### src/rtl/led_pwm_driver.sv
// Bus-mapped 4-LED driver: per-LED off/on/blink/PWM modes from shared
// prescaler, PWM and blink counters, behind a four-phase read/write/ack port.

module led_lane (
  input  logic       clock,
  input  logic       reset,
  input  logic [1:0] mode,
  input  logic [7:0] duty,
  input  logic [7:0] pwm_cnt,
  input  logic       blink_phase,
  output logic       led
);
  always_ff @(posedge clock) begin
    if (reset) led <= 1'b0;
    else begin
      unique case (mode)
        2'b00: led <= 1'b0;
        2'b01: led <= 1'b1;
        2'b10: led <= blink_phase;
        2'b11: led <= (pwm_cnt < duty);
      endcase
    end
  end
endmodule

module led_pwm_driver #(
  parameter int          PRESCALE  = 4,
  parameter logic [15:0] BLINK_RST = 16'd1
) (
  input  logic        clock,
  input  logic        reset,
  input  logic [1:0]  address,
  input  logic [31:0] data_in,
  output logic [31:0] data_out,
  input  logic        write,
  input  logic        read,
  output logic        ack,
  output logic [3:0]  led_out
);
  localparam int          NUM_LANES = 4;
  localparam logic [15:0] PRE_MAX   = 16'(PRESCALE - 1);

  logic [NUM_LANES-1:0][1:0] mode_q;
  logic [NUM_LANES-1:0][7:0] duty_q;
  logic [15:0]               blink_q;
  logic [15:0]               pre_cnt;
  logic [7:0]                pwm_cnt;
  logic [15:0]               blink_cnt;
  logic                      blink_phase;
  logic                      ack_rise, do_write, do_read, tick, wrap;
  logic [31:0]               rd_data;

  // A transfer is accepted only on the edge where ack rises.
  assign ack_rise = (read | write) & ~ack;
  assign do_write = ack_rise & write;
  assign do_read  = ack_rise & read & ~write;
  assign tick     = (pre_cnt == PRE_MAX);
  assign wrap     = tick & (pwm_cnt == 8'hFF);

  always_ff @(posedge clock) begin
    if (reset) ack <= 1'b0;
    else       ack <= read | write;
  end

  always_ff @(posedge clock) begin
    if (reset) begin
      mode_q  <= '0;
      duty_q  <= '0;
      blink_q <= BLINK_RST;
    end else if (do_write) begin
      unique case (address)
        2'd0: mode_q  <= data_in[7:0];
        2'd1: duty_q  <= data_in;
        2'd2: blink_q <= data_in[15:0];
        2'd3: ;
      endcase
    end
  end

  always_comb begin
    rd_data = '0;
    unique case (address)
      2'd0: rd_data = {24'b0, mode_q};
      2'd1: rd_data = duty_q;
      2'd2: rd_data = {16'b0, blink_q};
      2'd3: rd_data = {27'b0, blink_phase, led_out};
    endcase
  end

  always_ff @(posedge clock) begin
    if (reset)        data_out <= '0;
    else if (do_read) data_out <= rd_data;
  end

  // Counters free-run; a BLINK below blink_cnt lets it run round to 0 first.
  always_ff @(posedge clock) begin
    if (reset) begin
      pre_cnt     <= '0;
      pwm_cnt     <= '0;
      blink_cnt   <= '0;
      blink_phase <= 1'b0;
    end else begin
      pre_cnt <= tick ? 16'd0 : pre_cnt + 16'd1;
      if (tick) pwm_cnt <= pwm_cnt + 8'd1;
      if (wrap) begin
        if (blink_cnt == blink_q) begin
          blink_cnt   <= '0;
          blink_phase <= ~blink_phase;
        end else begin
          blink_cnt <= blink_cnt + 16'd1;
        end
      end
    end
  end

  for (genvar i = 0; i < NUM_LANES; i++) begin : g_lane
    led_lane u_lane (
      .clock       (clock),
      .reset       (reset),
      .mode        (mode_q[i]),
      .duty        (duty_q[i]),
      .pwm_cnt     (pwm_cnt),
      .blink_phase (blink_phase),
      .led         (led_out[i])
    );
  end
endmodule
### config.mk
export PLATFORM = sky130hd
export DESIGN_NAME = led_pwm_driver
export DESIGN_NICKNAME = d
export VERILOG_FILES = /design/src/rtl/led_pwm_driver.sv
export SDC_FILE = /design/constraint.sdc
export NUM_CORES = 1
export LEC_CHECK = 0
export ABC_AREA = 1
export CORE_MARGIN = 3
export CORE_UTILIZATION = 55
export CTS_BUF_LIST = sky130_fd_sc_hd__clkbuf_4 sky130_fd_sc_hd__clkbuf_8
export CTS_CLUSTER_DIAMETER = 120
export DETAILED_ROUTE_END_ITERATION = 12
export PLACE_DENSITY = 0.88
export SYNTH_ARGS = -nofsm -noshare
export SYNTH_HDL_FRONTEND = slang
export SYNTH_SLANG_ARGS = --single-unit
### constraint.sdc
create_clock -name clock -period 2 [get_ports clock]
set_input_delay 0.2 -clock clock [delete_from_list [all_inputs] [get_ports clock]]
set_output_delay 0.2 -clock clock [all_outputs]
set_load 0.05 [all_outputs]
==> flow_summary_export.csv, run 1 <==
group,metric,value,unit
status,status,"finished, violations left",
status,violations,"DRC",
critical_path,cp.required,1800,ps
floorplanning,dieArea,13300,µm²
yosys,avgSynthCellArea,7.08,µm²
detailed_routing,first_iter_violations,674,
yosys,synthDistinctLibCells,39,
finish,fillers,891,
clocking,numClockSinks,134,
global_routing,grt_first_pass_wirelength,28.1,mm
finish,synthToLayoutAreaGrowth,21.4,%
power,power_leakage,3.15,nW
finish,utilization,69.1,%
critical_path,worstReg2RegStart,"pwm_cnt[7]",
sta,min_period,1910,ps
sta,finClkSkew,14.2,ps
sta,timing.final.max_slew_violations,0,
power,peakVddDrop,0.378,mV
clocking,root_buffer,"clkbuf_8",
detailed_routing,drc_errors,1,
clocking,clock_path_buffers,2,
clocking,ctsHoldBuffers,0,
clocking,cts_resized,0,
floorplanning,coreArea,11600,µm²
yosys,yosys_most_used_dff,"dfxtp_1",
worst_hold_path,min_to,"ack",
yosys,synth_nets,999,
finish,fin_nets,1073,
yosys,synth_edf_count,0,
sta,grt_setup_unrepaired,"false",
critical_path,crit_family,"buffers and inverters",
clocking,insertion_delay,450,ps
finish,antenna_cells,0,
worst_hold_path,hp-start,"write",
floorplanning,rows,39,
global_routing,grt_max_degree,84,
sta,setup_viol,0,
yosys,seq_area_frac_synth,40.8,%
place,dpl_cell_area,7520,µm²
critical_path,cp_num_buf_inv,1,
floorplanning,die_x,115,µm
power,fin_total_pwr,6.12,mW
global_routing,antenna_found_initial,0,
yosys,syn_inst,930,
place,port_buffers,74,
critical_path,timing.rr.end,"g_lane[2].u_lane.led",
critical_path,reg2reg_slack,230,ps
job,cap_violations,0,
critical_path,crit_path_cell_trace,"clkdlybuf4s50_1",
detailed_routing,drt.antenna.violating_nets,0,
clocking,cts_buffers,17,
sta,relSlewSlack,59.7,%
yosys,async_flop_share,0,%
sta,min_period_over_period,95.5,%
sta,whs,353,ps
critical_path,worst_ep_arrival_time,1710,ps
floorplanning,initial_core_util,56.9,%
critical_path,crit_path_start_kind,"flip-flop",
global_routing,grt_usage,26.4,%
clocking,postCtsSetupBuffers,0,
critical_path,worst-setup-path-type,"reg2out",
power,power_density,766,nW/µm²
critical_path,reg2reg_depth,5,
finish,drive_above_1_share,7.18,%
sta,max_freq,524,MHz
yosys,synth_area,6580,µm²
finish,fin_area,7990,µm²
floorplanning,io_pins,75,
global_routing,grt_overflow,0,
place,dpl.hpwl,12.1,mm
floorplanning,die_height,115,µm
critical_path,cp-end-kind,"output pin",
worst_hold_path,hold_depth,3,
clocking,htreeDepth,4,
sta,tightest_slew,603,ps
detailed_routing,wl,17.4,mm
clocking,cts_tree,"built",
detailed_routing,wl_per_cell,15.0,µm
yosys,synth-seq-cells,134,
detailed_routing,viasPerCell,5.70,
detailed_routing,num_vias,6616,
sta,hold_violations,0,
critical_path,cp_max_fo,2,
critical_path,slowest_delay,840,ps
clocking,clk_pin_slew_worst_paths,90,ps
sta,final.setup.tns,0,ps
worst_hold_path,hp-class,"in2reg",
critical_path,cp.depth,1,
place,gp_congestion,0.905,
detailed_routing,drtPass1Iterations,11,
global_routing,grt_pass1_vias,5988,
critical_path,slowest_stage,"clkdlybuf4s50_1",
yosys,yosys_warnings,0,
## metrics by stage
step | setup WS (ps) | instances
after floorplan | 304 | 930
after global placement | 202 | 1128
after detailed placement | 151 | 1128
after CTS | 105 | 1160
after global routing | 73.9 | 1160
final | 90.8 | 1160
## kinds of logic (layout without fill, tap and decap cells)
| family | count (synthesis) | in the layout | synth area share, % |
|---|---|---|---|
| AND/OR/NAND/NOR | 359 | 359 | 23.7 |
| flip-flops | 134 | 134 | 40.8 |
| buffers and inverters | 161 | 248 | 9.83 |
| XOR/XNOR | 6 | 6 | 0.799 |
| adder cells (fa/ha/maj) | 31 | 31 | 5.89 |
| AO/OA/AOI/OAI | 239 | 239 | 19.0 |
## Yosys cell counts, types with 2 or more instances
cell,count,area [µm²]
nand2_1,184,691
dfxtp_1,134,2680
a21oi_1,133,666
inv_1,120,450
o21ai_0,82,410
nor2_1,74,278
nand3_1,57,285
ha_1,31,388
clkbuf_1,27,101
nor3_1,16,80.1
nand4_1,8,50.1
nor2_2,8,50.1
o211ai_1,7,52.6
buf_4,6,45.0
xor2_1,5,43.8
a211oi_1,4,30.0
a31oi_1,4,25.0
buf_2,3,15.0
o21a_1,3,22.5
a221oi_1,2,17.5
inv_2,2,7.51
nor3_4,2,32.5
nor4_1,2,12.5
## sequential cells by signal (all words and copies together), names as in the netlist
| signal | cells |
|---|---|
| blink_phase | 1 |
| data_out | 32 |
| g_lane.u_lane.led | 4 |
| pwm_cnt | 8 |
| ack | 1 |
| pre_cnt | 16 |
| mode_q | 8 |
| duty_q | 32 |
| blink_q | 16 |
| blink_cnt | 16 |
## where the power goes
group,internal [mW],switching (mW),leakage (nW)
clock network,1.53,1.13,0.237
logic,0.243,0.408,1.82
registers,2.75,0.0547,1.09
total,4.52,1.59,3.15
## cell type report
type                            instances  area (µm²)  share of cell area [%]
Multi-Input combinational cell        635        3260                    40.8
Inverter                              123         462                    5.78
Clock inverter                         14         225                    2.82
Sequential cell                       134        2680                    33.6
Clock buffer                           18         248                    3.10
Timing Repair Buffer                   93         933                    11.7
Tap cell                              143         179                    2.24
## cell usage in the layout (no fill, tap or decap), types with 2 or more instances in the layout
master and instances:
nand2_1 184, dfxtp_1 134, a21oi_1 133, inv_1 119, o21ai_0 82, clkdlybuf4s50_1 74, nor2_1 73, nand3_1 57
ha_1 31, clkbuf_8 18, nor3_1 16, buf_4 15, nor2_2 9, nand4_1 8, o211ai_1 7, clkinv_4 7
xor2_1 5, bufinv_16 5, a31oi_1 4, a211oi_1 4, buf_12 4, o21a_1 3, inv_2 3, nor3_4 3
a221oi_1 2, nor4_1 2
## metal layers
metal	wire, µm	global-route usage, %	up-vias
li1	-	-	3211
met1	7490	34.8	3043
met2	7980	42.6	302
met3	1350	5.58	60
met4	578	10.2	0
met5	0	0	-
## how the worst max path moves through the flow
| stage | start | to |
|---|---|---|
| final | g_lane[1].u_lane.led | led_out[1] |
| after detailed placement | write | mode_q[0] |
| after global routing | g_lane[2].u_lane.led | led_out[2] |
| after CTS | ack | ack |
| after global placement | write | blink_q[9] |
| after floorplan | pwm_cnt[1] | blink_cnt[1] |
Power figures use the tool's default switching activity.
==> inputs of run 2 (changes only) <==
--- a/config.mk
+++ b/config.mk
@@ -10,6 +10,7 @@
 export CORE_UTILIZATION = 55
 export CTS_BUF_LIST = sky130_fd_sc_hd__clkbuf_4 sky130_fd_sc_hd__clkbuf_8
 export CTS_CLUSTER_DIAMETER = 120
+export CTS_CLUSTER_SIZE = 8
 export DETAILED_ROUTE_END_ITERATION = 12
 export PLACE_DENSITY = 0.88
 export SYNTH_ARGS = -nofsm -noshare
==> results of run 2 <==
The final DEF is identical to that of run 1; final timing and power are the same.
